<file path="src/rtl/uart_tx.sv">
// Bus-mapped UART transmitter: TXDATA/STATUS registers, transmit buffer, 8N1 serialiser.
// Define UART_TX_FIFO_EN for a DEPTH-entry FIFO; otherwise a single holding register is used.
module uart_tx #(
   parameter int unsigned DIVISOR = 868,
   parameter int unsigned DEPTH   = 16
) (
   input  logic        clock,
   input  logic        reset,
   input  logic        bus_sel,
   input  logic [29:0] bus_addr,
   input  logic [31:0] bus_data_w,
   input  logic [3:0]  bus_mask_w,
   output logic [31:0] bus_data_r,
   output logic        tx
);

   localparam int unsigned BaudW = (DIVISOR > 1) ? $clog2(DIVISOR) : 1;
   localparam logic [BaudW-1:0] BaudLoad = BaudW'(DIVISOR - 1);

   typedef enum logic [1:0] {StIdle, StStart, StData, StStop} state_e;

   state_e          state_q;
   logic [BaudW-1:0] baud_q;
   logic [2:0]      bit_q;
   logic [7:0]      shift_q;
   logic            ovf_q;

   logic       push_req, push, pop, full, empty, busy, ovf_clr, baud_done;
   logic [7:0] head;
   logic [2:0] bit_nx;

   assign push_req  = bus_sel & ~bus_addr[0] & bus_mask_w[0];
   assign ovf_clr   = bus_sel & bus_addr[0] & (|bus_mask_w);
   assign busy      = (state_q != StIdle);
   assign baud_done = (baud_q == '0);
   assign pop       = ~empty & ((state_q == StIdle) | ((state_q == StStop) & baud_done));
   // A pop in the same cycle frees a slot, so a push into a full buffer still lands.
   assign push      = push_req & (~full | pop);
   assign bit_nx    = bit_q + 3'd1;

   logic unused_bits;
   assign unused_bits = ^{bus_addr[29:1], bus_data_w[31:8]};

`ifdef UART_TX_FIFO_EN
   localparam int unsigned PtrW = $clog2(DEPTH);

   logic [7:0]      mem_q [DEPTH];
   logic [PtrW-1:0] wr_q, rd_q;
   logic [PtrW:0]   cnt_q;

   assign full  = (cnt_q == (PtrW + 1)'(DEPTH));
   assign empty = (cnt_q == '0);
   assign head  = mem_q[rd_q];

   always_ff @(posedge clock) begin
      if (push) mem_q[wr_q] <= bus_data_w[7:0];
   end

   always_ff @(posedge clock or negedge reset) begin
      if (!reset) begin
         wr_q  <= '0;
         rd_q  <= '0;
         cnt_q <= '0;
      end else begin
         if (push) wr_q <= wr_q + 1'b1;
         if (pop)  rd_q <= rd_q + 1'b1;
         if (push && !pop)      cnt_q <= cnt_q + 1'b1;
         else if (pop && !push) cnt_q <= cnt_q - 1'b1;
      end
   end
`else
   logic       hold_valid_q;
   logic [7:0] hold_q;
   logic [31:0] unused_depth;

   assign unused_depth = DEPTH;
   assign full  = hold_valid_q;
   assign empty = ~hold_valid_q;
   assign head  = hold_q;

   always_ff @(posedge clock or negedge reset) begin
      if (!reset) begin
         hold_valid_q <= 1'b0;
         hold_q       <= '0;
      end else if (push) begin
         hold_valid_q <= 1'b1;
         hold_q       <= bus_data_w[7:0];
      end else if (pop) begin
         hold_valid_q <= 1'b0;
      end
   end
`endif

   always_ff @(posedge clock or negedge reset) begin
      if (!reset) begin
         ovf_q <= 1'b0;
      end else if (ovf_clr) begin
         ovf_q <= 1'b0;
      end else if (push_req && full && !pop) begin
         ovf_q <= 1'b1;
      end
   end

   always_ff @(posedge clock or negedge reset) begin
      if (!reset) begin
         bus_data_r <= '0;
      end else if (bus_sel && !(|bus_mask_w) && bus_addr[0]) begin
         bus_data_r <= {28'b0, ovf_q, busy, empty, full};
      end else begin
         bus_data_r <= '0;
      end
   end

   always_ff @(posedge clock or negedge reset) begin
      if (!reset) begin
         state_q <= StIdle;
         baud_q  <= '0;
         bit_q   <= '0;
         shift_q <= '0;
         tx      <= 1'b1;
      end else begin
         unique case (state_q)
            StIdle: begin
               if (!empty) begin
                  state_q <= StStart;
                  shift_q <= head;
                  baud_q  <= BaudLoad;
                  tx      <= 1'b0;
               end
            end
            StStart: begin
               if (baud_done) begin
                  state_q <= StData;
                  baud_q  <= BaudLoad;
                  bit_q   <= '0;
                  tx      <= shift_q[0];
               end else begin
                  baud_q <= baud_q - 1'b1;
               end
            end
            StData: begin
               if (baud_done) begin
                  baud_q <= BaudLoad;
                  if (bit_q == 3'd7) begin
                     state_q <= StStop;
                     tx      <= 1'b1;
                  end else begin
                     bit_q <= bit_nx;
                     tx    <= shift_q[bit_nx];
                  end
               end else begin
                  baud_q <= baud_q - 1'b1;
               end
            end
            StStop: begin
               if (baud_done) begin
                  // Back-to-back frames: reload straight into START with no idle gap.
                  if (!empty) begin
                     state_q <= StStart;
                     shift_q <= head;
                     baud_q  <= BaudLoad;
                     tx      <= 1'b0;
                  end else begin
                     state_q <= StIdle;
                  end
               end else begin
                  baud_q <= baud_q - 1'b1;
               end
            end
            default: state_q <= StIdle;
         endcase
      end
   end

endmodule

</file>
<file path="config.mk">
export PLATFORM = sky130hd
export DESIGN_NAME = uart_tx
export DESIGN_NICKNAME = d
export VERILOG_FILES = /design/src/rtl/uart_tx.sv
export SDC_FILE = /design/constraint.sdc
export NUM_CORES = 1
export LEC_CHECK = 0
export ABC_AREA = 1
export BUFFER_PORTS_ARGS = -buffer_cell sky130_fd_sc_hd__buf_2
export CORE_MARGIN = 2
export CORE_UTILIZATION = 25
export CTS_BUF_LIST = sky130_fd_sc_hd__clkbuf_4
export DETAILED_ROUTE_END_ITERATION = 8
export SLEW_MARGIN = 0
export SYNTH_ARGS = -nofsm -noshare
export SYNTH_HDL_FRONTEND = slang
export SYNTH_SLANG_ARGS = --single-unit
</file>
<file path="constraint.sdc">
create_clock -name clock -period 4.5 [get_ports clock]
set_clock_uncertainty 0.05 [all_clocks]
set_input_delay 0.45 -clock clock [delete_from_list [all_inputs] [get_ports clock]]
set_output_delay 0.45 -clock clock [all_outputs]
set_load 0.02 [all_outputs]
</file>
==> flow_metrics.tcl <==
set metrics [dict create \
    outcome "finished, final reports clean" \
    wire_per_inst_um 10.2 \
    drive_gt1_share_pct 14.2 \
    worst_pin_slew_ns 0.831 \
    crit_arrival_ns 2.07 \
    post-synth-top-count-cell "nand2_1" \
    drv_slew 0 \
    synth_area_leaders "dfrtp_1, nand2_1, buf_4" \
    io_buffers 20 \
    endpoint_kind "register" \
    grt_max_degree 39 \
    clk_pin_slew_worst_paths_ns 0.12 \
    hpwl_um 3150 \
    clockRootBuffer "clkbuf_4" \
    syn_area_mm2 0.00228 \
    top_level_ports 102 \
    clock_path_buffers 2 \
    routed_wl_um 4310 \
    gp_congestion 0.854 \
    final.fill_count 975 \
    p_leak_uw 0.00131 \
    ys_seq_area_share_pct 41.8 \
    post_cts_buffers 0 \
    synth_edf_count 0 \
    final_antenna_net_count 0 \
    cts.repair.resized 0 \
    grt_usage_pct 9.70 \
    netlist.area_leader.share_pct 40.6 \
    rsz0062_at_grt "false" \
    cts_tree "built" \
    hold_class "primary input to asynchronous set/reset pin" \
    die-area_mm2 0.00990 \
    maxCapViolations 0 \
    required_ns 4.71 \
    antenna_found_initial 0 \
    route.detailed.drc 0 \
    synth_area_leader_cell "dfrtp_1" \
    synth_warnings 0 \
    grt_pass1_wl_um 7840 \
    relSlewSlack_pct 44.6 \
    nNetsFinal 393 \
    ys.flop_type "dfrtp_1" \
    synthMuxAreaShare_pct 0 \
    worstPathMaxFanout 10 \
    synth_simple_gate_area_share_pct 28.6 \
    synth_top_family_by_area "simple AND/OR/NAND/NOR gates" \
    critical_path.startpoint_type "register" \
    yosysUniqueCellTypes 33 \
    numCtsBuffers 5 \
    crit_type "register to register" \
    ctsHtreeMaxLevel 2 \
    fp.coreArea_mm2 0.00876 \
    first_pass_iters 4 \
    cts_hold_buf 0 \
    diodes 0 \
    chipHeight_um 99.5 \
    post-route-min-period_ns 1.86 \
    syn2layout_area_growth_pct 9.55 \
    setup_viol 0 \
    ir_worst_vdd_mv 0.139 \
    power_uw 781 \
    initialDrtViolationCount 68 \
    grt_pass1_vias 1673 \
    netlist_instances 291 \
    die_w_um 99.5 \
    fin_setup_tns_ns 0 \
    period_share_pct 41.4 \
    num_vias 1766 \
    power.density_mw_per_mm2 313 \
    max_freq_ghz 0.537 \
    synth_compound_area_share_pct 7.85 \
    viasPerCell 4.17 \
    start_util_pct 26.0 \
    ys_seq_elements 38 \
    clkLatencyLatePin_ns 0.35 \
    ys_async_sr_fraction_pct 100 \
    final_hold_viol_count 0 \
    synthAdderAreaFrac_pct 4.94 \
    syn_area_per_cell_um2 7.83 \
    synthXorXnorAreaFrac_pct 0.768 \
    gr-total-overflow 0 \
    cts.sinks 38 \
    synth_common_cells "nand2_1, dfrtp_1, inv_1" \
    placementRows 34 \
]
## report_power, final
| part | internal [uW] | switching [uW] |
|---|---|---|
| registers | 372 | 20.9 |
| clock network | 174 | 125 |
| logic | 23.8 | 65.0 |
## area by class of cell
class | count | area [um^2] | area share, %
flip-flops and latches | 38 | 952 | 38.1
inverters | 36 | 136 | 5.46
clock buffers | 5 | 37.5 | 1.50
well taps | 108 | 135 | 5.41
repair buffers | 20 | 100 | 4.01
clock inverters | 3 | 68.8 | 2.76
multi-input cells | 214 | 1070 | 42.7
## through the flow
step                      hold WS (ns)  area [um^2]  util [%]  std cells  worst slack [ns]
after floorplan                  0.104         2380         -        318              2.88
final                            0.126         2500      28.5        424              2.64
after global routing             0.190         2500      28.5        424              2.44
after detailed placement         0.409         2390      27.3        416              2.65
after global placement           0.407         2390      27.3        416              2.65
after CTS                        0.168         2500      28.5        424              2.62
## registers in the layout, summed over array words and instances (netlist names)
register    cells
baud_q         10
head            8
shift_q         8
bus_data_r      4
bit_q           3
state_q         2
full            1
ovf_q           1
tx              1
## placed cells by master (no fill, tap or decap)
cell	instances
nand2_1	78
dfrtp_1	37
inv_1	31
conb_1	28
nand3_1	26
nor2_1	23
buf_2	20
o21ai_0	12
o21ai_1	9
ha_1	9
a21oi_1	5
clkbuf_4	5
inv_2	3
nand2_4	3
nor2_4	2
nand2_2	2
o32ai_1	2
nand3b_1	2
bufinv_16	2
nor3_4	1
xnor2_1	1
xor2_1	1
clkinv_1	1
nand4_1	1
o22ai_1	1
nor4_1	1
nand3_2	1
nor3_1	1
o31ai_1	1
nor3_2	1
o21ai_2	1
clkinv_2	1
nor2_2	1
a311oi_1	1
clkinv_4	1
dfstp_2	1
## critical path: stages, from the launching register on
cell,delay [ns]
dfrtp_1,0.41
inv_1,0.15
ha_1,0.21
inv_1,0.08
nor3_4,0.23
nand2_4,0.13
clkinv_2,0.08
nand2_2,0.07
nand2_4,0.13
nand2_4,0.10
nand2_1,0.08
nand2_1,0.05
## kinds of logic after synthesis
logic type	count (synthesis)
AO/OA/AOI/OAI	32
XOR/XNOR	2
adder cells (fa/ha/maj)	9
buffers and inverters	66
flip-flops	38
other	1
AND/OR/NAND/NOR	143
## routing by layer
| metal | wire length [um] | vias to the layer above | global-route usage, % |
|---|---|---|---|
| li1 | - | 918 | - |
| met3 | 229 | 7 | 2.81 |
| met1 | 2080 | 787 | 12.8 |
| met2 | 1920 | 54 | 15.1 |
| met4 | 86 | 0 | 3.69 |
| met5 | 0 | - | 0 |
## path summary, 6_finish.rpt
| check | from | endpoint | slack, ns | cells after the start |
|---|---|---|---|---|
| min reg2reg | tx | tx | 0.42 | 2 |
| max | baud_q[0] | head[4] | 2.64 | 11 |
| min in group clock | bus_data_w[3] | head[3] | 0.26 | 3 |
| max in group asynchronous | reset | shift_q[4] | 3.75 | 1 |
| min | reset | baud_q[6] | 0.13 | 1 |
| max reg2reg | baud_q[0] | head[4] | 2.64 | 11 |
Note: power is estimated with default switching activity, not from simulation.
